===== src/rtl/async_counter.sv =====
// Up/down counter clocked by the falling edge of the system clock, counting rising
// edges of a foreign-domain count clock, with transparent parallel load.
module async_counter #(
    parameter int WIDTH = 4
) (
    input  logic             clock,
    input  logic             reset,
    input  logic             c,
    input  logic             en,
    input  logic             dir,
    input  logic             ld,
    input  logic [WIDTH-1:0] d,
    output logic [WIDTH-1:0] q,
    output logic             tc,
    output logic             co
);

    logic [WIDTH-1:0] cnt_q, cnt_d;
    logic             co_q, co_d;
    logic             c_dly_q;
    logic             evt;
    logic [WIDTH-1:0] base;

    // The c history flop deliberately has no reset: it keeps following c during
    // reset so a c level held high across reset release is not taken as a rise.
    always_ff @(negedge clock) begin
        c_dly_q <= c;
    end

    always_ff @(negedge clock or posedge reset) begin
        if (reset) begin
            cnt_q <= '0;
            co_q  <= 1'b0;
        end else begin
            cnt_q <= cnt_d;
            co_q  <= co_d;
        end
    end

    // Next state starts from the visible value so a load persists after ld falls;
    // a count event coinciding with ld is consumed without counting.
    always_comb begin
        evt   = c && !c_dly_q;
        base  = ld ? d : cnt_q;
        cnt_d = base;
        co_d  = 1'b0;
        if (evt && en && !ld) begin
            cnt_d = dir ? base + 1'b1 : base - 1'b1;
            co_d  = tc;
        end
    end

    always_comb begin
        if (reset)
            q = '0;
        else if (ld)
            q = d;
        else
            q = cnt_q;
    end

    assign tc = en && ((dir && (q == '1)) || (!dir && (q == '0)));
    assign co = co_q;

endmodule


===== config.mk =====
export PLATFORM = sky130hd
export DESIGN_NAME = async_counter
export DESIGN_NICKNAME = d
export VERILOG_FILES = /design/src/rtl/async_counter.sv
export SDC_FILE = /design/constraint.sdc
export NUM_CORES = 1
export LEC_CHECK = 0
export CAP_MARGIN = 20
export CORE_MARGIN = 4
export CORE_UTILIZATION = 30
export DETAILED_ROUTE_END_ITERATION = 6
export PLACE_DENSITY = 0.66
export SYNTH_ARGS = -nofsm -noshare
export SYNTH_HDL_FRONTEND = slang
export SYNTH_SLANG_ARGS = --single-unit

===== constraint.sdc =====
create_clock -name clock -period 1.55 [get_ports clock]
set_clock_uncertainty 0.1 [all_clocks]
set_input_delay 0.155 -clock clock [delete_from_list [all_inputs] [get_ports clock]]
set_output_delay 0.155 -clock clock [all_outputs]
set_load 0.01 [all_outputs]

==> results of run 1 <==
## flip-flops by register name, summed over array words and instances (netlist names)
name	cells
c_dly_q	1
co	1
cnt_q	4
## metrics by stage
| stage | setup WS [ns] | utilization [%] | setup TNS [ns] | hold WS [ns] | cells |
|---|---|---|---|---|---|
| after floorplan | -0.796 | - | -3.94 | 0.237 | 53 |
| after global placement | -1.40 | 59.4 | -10.66 | 0.504 | 102 |
| after detailed placement | -1.42 | 59.4 | -10.93 | 0.516 | 102 |
| after CTS | -1.03 | 71.7 | -6.57 | 0.555 | 117 |
| after global routing | -1.10 | 77.1 | -7.01 | 0.625 | 117 |
| final | -1.06 | 77.1 | -6.64 | 0.579 | 117 |
## cells by family after synthesis
logic type / share of synthesized area, %
DFF: 32.3
xor gates and xnor gates: 5.85
and+or+nand+nor: 22.3
AOI/OAI and AO/OA: 12.0
buffers and inverters: 8.63
muxes: 8.91
adders and majority gates: 10.0
## routing by layer
| layer | routed length [µm] | vias up | track usage, % |
|---|---|---|---|
| met5 | 0 | - | 0 |
| met4 | 65 | 0 | 12.7 |
| met3 | 164 | 11 | 2.34 |
| met2 | 1090 | 31 | 32.7 |
| met1 | 759 | 292 | 20.6 |
| li1 | - | 278 | - |
## placed cells by master, fill, tap and decap left out, drive strengths merged
cell	count
inv	6
or4	1
xnor2	1
nand2b	1
clkdlybuf4s15	1
and2	1
nand3	2
clkbuf	4
dfxtp	1
or4b	1
a21boi	1
clkdlybuf4s50	2
mux2i	4
nor2	11
o21ai	3
dfrtn	5
fa	1
xor2	2
a21oi	4
dlygate4sd2	3
buf	41
nand4bb	1
nand2	2
o211ai	1
ha	2
## cell type report
| cell class | count | share of cell area [%] |
|---|---|---|
| clock buffers | 4 | 2.52 |
| multi-input cells | 39 | 39.2 |
| flip-flops and latches | 6 | 13.9 |
| well taps | 15 | 1.80 |
| repair buffers | 47 | 40.1 |
| clock inverters | 1 | 0.361 |
| inverters | 5 | 2.04 |
## worst reg2reg max path: cells and delay by family, from the launching register on
family                   cells  cell delay, ns
AO/OA/AOI/OAI                1            0.12
XOR/XNOR                     1            0.09
adder cells (fa/ha/maj)      1            0.29
buffers and inverters        3            0.32
flip-flops                   1            0.35
multiplexers                 2            0.42
AND/OR/NAND/NOR              1            0.05
## worst max path at each step
stage,from,to,slack [ns],cells past startpoint
2_1_floorplan,ld,cnt_q[3]$_DFF_NP0_,-0.80,8
3_3_place_gp,ld,cnt_q[3]$_DFF_NP0_,-1.40,8
3_5_place_dp,ld,cnt_q[3]$_DFF_NP0_,-1.42,8
4_1_cts,cnt_q[1]$_DFF_NP0_,tc,-1.03,5
5_1_grt,cnt_q[1]$_DFF_NP0_,tc,-1.10,5
6_report,cnt_q[1]$_DFF_NP0_,tc,-1.06,5
## power groups by stage
stage          combinational [µW]  sequential, µW  clock, µW
6_report                      377             190        174
2_1_floorplan                 112             187       8.07
3_3_place_gp                  238             184       8.07
3_5_place_dp                  242             186       8.07
4_1_cts                       325             187        178
5_1_grt                       398             191        186
## repair_timing
item                                    in CTS  in global routing
endpoints found under the setup margin      11                 11
hold buffers                                 0                  0
pin swaps                                   10                 11
endpoints found under the hold margin        0                  0
gates resized for setup                     64                 19
buffers inserted                            11                  2
==> summary.md, run 1 <==
| Metric | Value |
|---|---|
| CP delay by family, top | simple AND/OR/NAND/NOR gates |
| TritonCTS buffer count | 3 |
| # DRC | 0 |
| DIE HEIGHT | 46.7 µm |
| CP startpoint kind | register |
| Max incr delay on CP | 0.53 ns |
| Vias/cell | 5.23 |
| VDD IR-drop max | 0.479 mV |
| Register area | 145 µm² |
| Commonest cells in the synthesized netlist | 11 x nor2_1, 5 x dfrtn_1, 5 x inv_1 |
| Fill count | 82 |
| Hold WC Path Type | reg -> reg |
| H-tree Lvls | 1 |
| NetSw | 245 µW |
| Ys async rst share | 83.3% |
| First-pass GRT wire length | 2760 µm |
| Post-synthesis net count | 66 |
| Die footprint | 2180 µm² |
| Die width | 46.7 µm |
| Top post-synthesis cells by area | dfrtn_1 28%, nor2_1 9.2%, mux2i_1 8.9%, ha_1 5.6%, a21oi_1 4.5% |
| IO Port Bufs | 15 |
| Routed wire length | 2080 µm |
| Worst Path Max Fanout | 2 |
| Initial antenna violation count | 0 |
| Worst-path clk slew | 0.04 ns |
| R2r setup slk | -0.35 ns |
| Share of cells above drive strength 1 | 69.6% |
| Seq pwr share | 25.6% |
| Final setup margin | -1.06 ns |
| Initial DRC Count | 16 |
| Most frequent cell after synthesis | nor2_1 |
| Root buf cell | clkbuf_4 |
| Clk_lat worst skew | 0.31 ns |
| Power Dens Cells | 711 nW/µm² |
| Failing checks | setup timing |
| Final Cell Area | 1040 µm² |
| Comb power frac | 50.9% |
| P_int | 496 µW |
| Slew HR | 82.2% |
| Hold Crit Start | c_dly_q$_DFF_N_ |
| Cell area after synthesis | 449 µm² |
| # Max-Cap Violations | 0 |
| Worst Max-Slew Pin Slew | 0.265 ns |
| Reg2Reg Depth | 9 |
| Post-synth EDFFs | 0 |
| Cell Area, Placed | 802 µm² |
| Gpl congestion | 0.769 |
| Max Transition Viols Final | 0 |
| # setup viols final | 11 |
| Io pins | 16 |
| # diodes | 0 |
| Sw Share | 33.0% |
| Cell count after synthesis | 53 |
| Global route total overflow | 0 |
| Buf/Inv on CP | 1 |
| All-Layer GR Usage | 18.7% |
| Crit path kind | reg -> out |
| Drt pass-1 iters | 4 |
| Syn avg cell area | 8.48 µm² |
| Hold Violations, Final | 0 |
| Crit path max-delay cell type | or4_4 |
| Unrepaired setup endpoints after global routing | true |
| Synth warnings | 0 |
| WHS Endpoint | cnt_q[0]$_DFF_NP0_ |
| CTS max path bufs | 2 |
| Initial Utilization | 33.3% |
| Reg2reg end | cnt_q[3]$_DFF_NP0_ |
| Primary FF master, synth | dfrtn_1 |
| Largest area contributor in the netlist | dfrtn_1 |
| DR WL/cell | 17.8 µm |
| Via count | 612 |
| Share of the synthesized area in the top cell type | 27.9% |
| Total chip power | 740 µW |
| Critical Path RT | 1.29 ns |
| Vias in the first global route | 645 |
| Status | finished with violations |
| #FFs+latches synth | 6 |
| Distinct cell type count after synthesis | 24 |
| Final HPWL DP | 1080 µm |
| Pleak | 0.000488 µW |
| # rows | 13 |
| Nature of the critical path endpoint | output port |
| Post-route ant nets | 0 |
| Reg2reg start | cnt_q[1]$_DFF_NP0_ |
| Multi-input logic area | 408 µm² |
| Crit-path cells | or4_4, nor2_4, o21ai_2, a21boi_2, buf_2 |
| CTS tree | done |
| Clock sink count | 6 |
| Total Nets Final | 116 |
| Largest net degree at the start of global routing | 6 |
| Layout Area Growth over Synthesis | 132% |
| Clock power frac | 23.4% |
| CP arrival | 2.36 ns |
| Core area | 1350 µm² |
| Register area share after synthesis | 32.3% |
| Hold path cells | 3 |
Note: power is estimated with default switching activity, not from simulation.
==> run 2: changes to the inputs <==
--- a/config.mk
+++ b/config.mk
@@ -6,10 +6,11 @@
 export NUM_CORES = 1
 export LEC_CHECK = 0
 export CAP_MARGIN = 20
-export CORE_MARGIN = 4
+export CORE_MARGIN = 5
 export CORE_UTILIZATION = 30
 export DETAILED_ROUTE_END_ITERATION = 6
-export PLACE_DENSITY = 0.66
+export DONT_BUFFER_PORTS = 1
+export PLACE_DENSITY = 0.52
 export SYNTH_ARGS = -nofsm -noshare
 export SYNTH_HDL_FRONTEND = slang
 export SYNTH_SLANG_ARGS = --single-unit
==> run 2 against run 1 <==
The run still ends with setup timing left. Sequential cell count stayed put. Die area is 8.7% higher. Hold slack worse by 0.34 ns. Total power is 6.9% lower. Combinational power is 12% lower. Clock power hardly changed. Highest routed layer unchanged. Non-clock buffer count is 20 lower. Routed wire length is 27% lower. Largest power group unchanged.
==> summary.md, run 2 (same netlist as run 1, synthesis figures left out) <==
| Metric | Value |
|---|---|
| Cell Area, Placed | 608 µm² (-24%) |
| R2r setup slk | -0.38 ns (-0.03 ns) |
| DIE HEIGHT | 48.7 µm (+4.3%) |
| Fill count | 117 (+43%) |
| Initial antenna violation count | 0 (unchanged) |
| Biggest register | cnt_q |
| Worst-path clk slew | 0.04 ns (about the same) |
| Final HPWL DP | 980 µm (-9.3%) |
| Reg2Reg Depth | 10 (+1) |
| Slew HR | 80.6% (-1.6 points) |
| Gr busiest metal | met2 |
| Clock sink count | 6 (unchanged) |
| Share of cells above drive strength 1 | 69.5% (-0.096 points) |
| Most common cell after layout, fill and taps aside | buf_4 |
| Drt pass-1 iters | 4 (unchanged) |
| Post-route ant nets | 0 (unchanged) |
| Multi-input logic area | 420 µm² (+3.1%) |
| Global route total overflow | 0 (unchanged) |
| # rows | 14 (+1) |
| Fin util | 60.5% (-17 points) |
| Met3 GRT Util | 3.37% (+1.0 points) |
| Die width | 48.7 µm (+4.3%) |
| TritonCTS buffer count | 3 (unchanged) |
| Hold WC Path Type | in -> out |
| Via count | 486 (-21%) |
| # hold bufs at CTS | 0 (unchanged) |
| Setup WS pre-CTS | -0.747 ns (+0.677 ns) |
| Critical Path RT | 1.29 ns (about the same) |
| Final setup margin | -0.980 ns (+0.0830 ns) |
| Vias/cell | 4.96 (-5.2%) |
| Most frequent cells in the layout | 17 x buf_4, 10 x buf_6, 5 x nor2_4, 5 x nor2_1, 5 x dfrtn_1 |
| Gpl congestion | 0.756 (-1.6%) |
| Register area | 145 µm² (unchanged) |
| # diodes | 0 (unchanged) |
| Max Transition Viols Final | 0 (unchanged) |
| Unrepaired setup endpoints after global routing | true |
| Initial DRC Count | 1 (-15) |
| Reg2reg end | cnt_q[3]$_DFF_NP0_ |
| Fin Setup TNS | -5.26 ns (+1.39 ns) |
| Max FFs per register | 4 (unchanged) |
| Largest net degree at the start of global routing | 9 (+3) |
| CP startpoint kind | register |
| All-Layer GR Usage | 12.8% (-5.9 points) |
| IO Port Bufs | 0 (-15) |
| Io pins | 16 (unchanged) |
| Met1 Use GR | 13.0% (-7.6 points) |
| CP arrival | 2.28 ns (-0.08 ns) |
| Grt met2 use | 21.5% (-11 points) |
| Nature of the critical path endpoint | output port |
| Pleak | 0.000377 µW (-23%) |
| Layout Area Growth over Synthesis | 95.8% |
| Worst Path Max Fanout | 2 (unchanged) |
| Total Nets Final | 96 (-17%) |
| # Max-Cap Violations | 0 (unchanged) |
| Clk_lat worst skew | 0.30 ns (about the same) |
| First-pass GRT wire length | 2320 µm (-16%) |
| Core area | 1450 µm² (+7.7%) |
| Hold path cells | 1 (-2) |
| CTS tree | done |
| Hold Violations, Final | 0 (unchanged) |
| Initial Utilization | 30.9% (-2.4 points) |
| VDD IR-drop max | 0.390 mV (-19%) |
| H-tree Lvls | 1 (unchanged) |
| Worst Max-Slew Pin Slew | 0.289 ns (+0.0241 ns) |
| WHS Endpoint | q[2] |
| # DRC | 0 (unchanged) |
| Hold Crit Start | reset |
| # setup viols final | 10 (-1) |
| CTS max path bufs | 2 (unchanged) |
| Die footprint | 2370 µm² (+8.7%) |
| Status | finished with violations |
| Failing checks | setup timing |
| Final Cell Area | 880 µm² (-16%) |
| Root buf cell | clkbuf_4 |
| Routed wire length | 1510 µm (-27%) |
| DR WL/cell | 15.4 µm (-13%) |
| Crit path kind | reg -> out |
| Power Dens Cells | 784 nW/µm² (+10%) |
| Reg2reg start | cnt_q[1]$_DFF_NP0_ |
| Vias in the first global route | 511 (-21%) |
## run 2: cell types whose count changed in the layout (fill, tap and decap cells not counted), sizes merged
cell and change:
buf -14, dlygate4sd2 -3, clkdlybuf4s50 -2, clkdlybuf4s15 -1
## run 2: worst max-delay path by stage
stage,start,endpoint,slack (ns),cells past startpoint
after floorplan,ld,cnt_q[3]$_DFF_NP0_,-0.80,8
after global placement,ld,cnt_q[3]$_DFF_NP0_,-0.72,8
after detailed placement,ld,cnt_q[3]$_DFF_NP0_,-0.75,8
after CTS,cnt_q[1]$_DFF_NP0_,tc,-0.97,4
after global routing,cnt_q[1]$_DFF_NP0_,tc,-1.06,4
final,cnt_q[1]$_DFF_NP0_,tc,-0.98,4
## run 2: area by class of cell
type	count	share of cell area (%)
multi-input cells	39	47.8
repair buffers	27	27.3
flip-flops and latches	6	16.5
clock buffers	4	2.99
inverters	5	2.70
well taps	16	2.28
clock inverters	1	0.427
## run 2: what timing repair did
action | in CTS | in global routing
pin swaps | 5 | 12
buffers inserted | 6 | 7
endpoints found under the setup margin | 10 | 11
cloned | 0 | 0
gates resized for setup | 19 | 18
## run 2: through the flow
stage	power, µW	hold WS, ns	instances
after floorplan	307	0.237	53
after global placement	375	0.240	82
after detailed placement	376	0.241	82
after CTS	623	0.235	92
after global routing	737	0.237	98
final	690	0.235	98
## run 2: routing by layer
layer / wire, µm / vias up
met1: 525 / 224
li1: - / 236
met3: 101 / 8
met5: 0 / -
met2: 810 / 18
met4: 77 / 0
## run 2: power breakdown
part           switching [µW]  internal (µW)  total, µW
combinational             133            199        332
clock                    72.5            102        174
sequential               8.77            175        184
## run 2: critical path, stage by stage (launching register included)
cell	delay, ns
dfrtn_1	0.33
or4_4	0.53
nor2_4	0.12
o21ai_2	0.07
a21boi_2	0.19
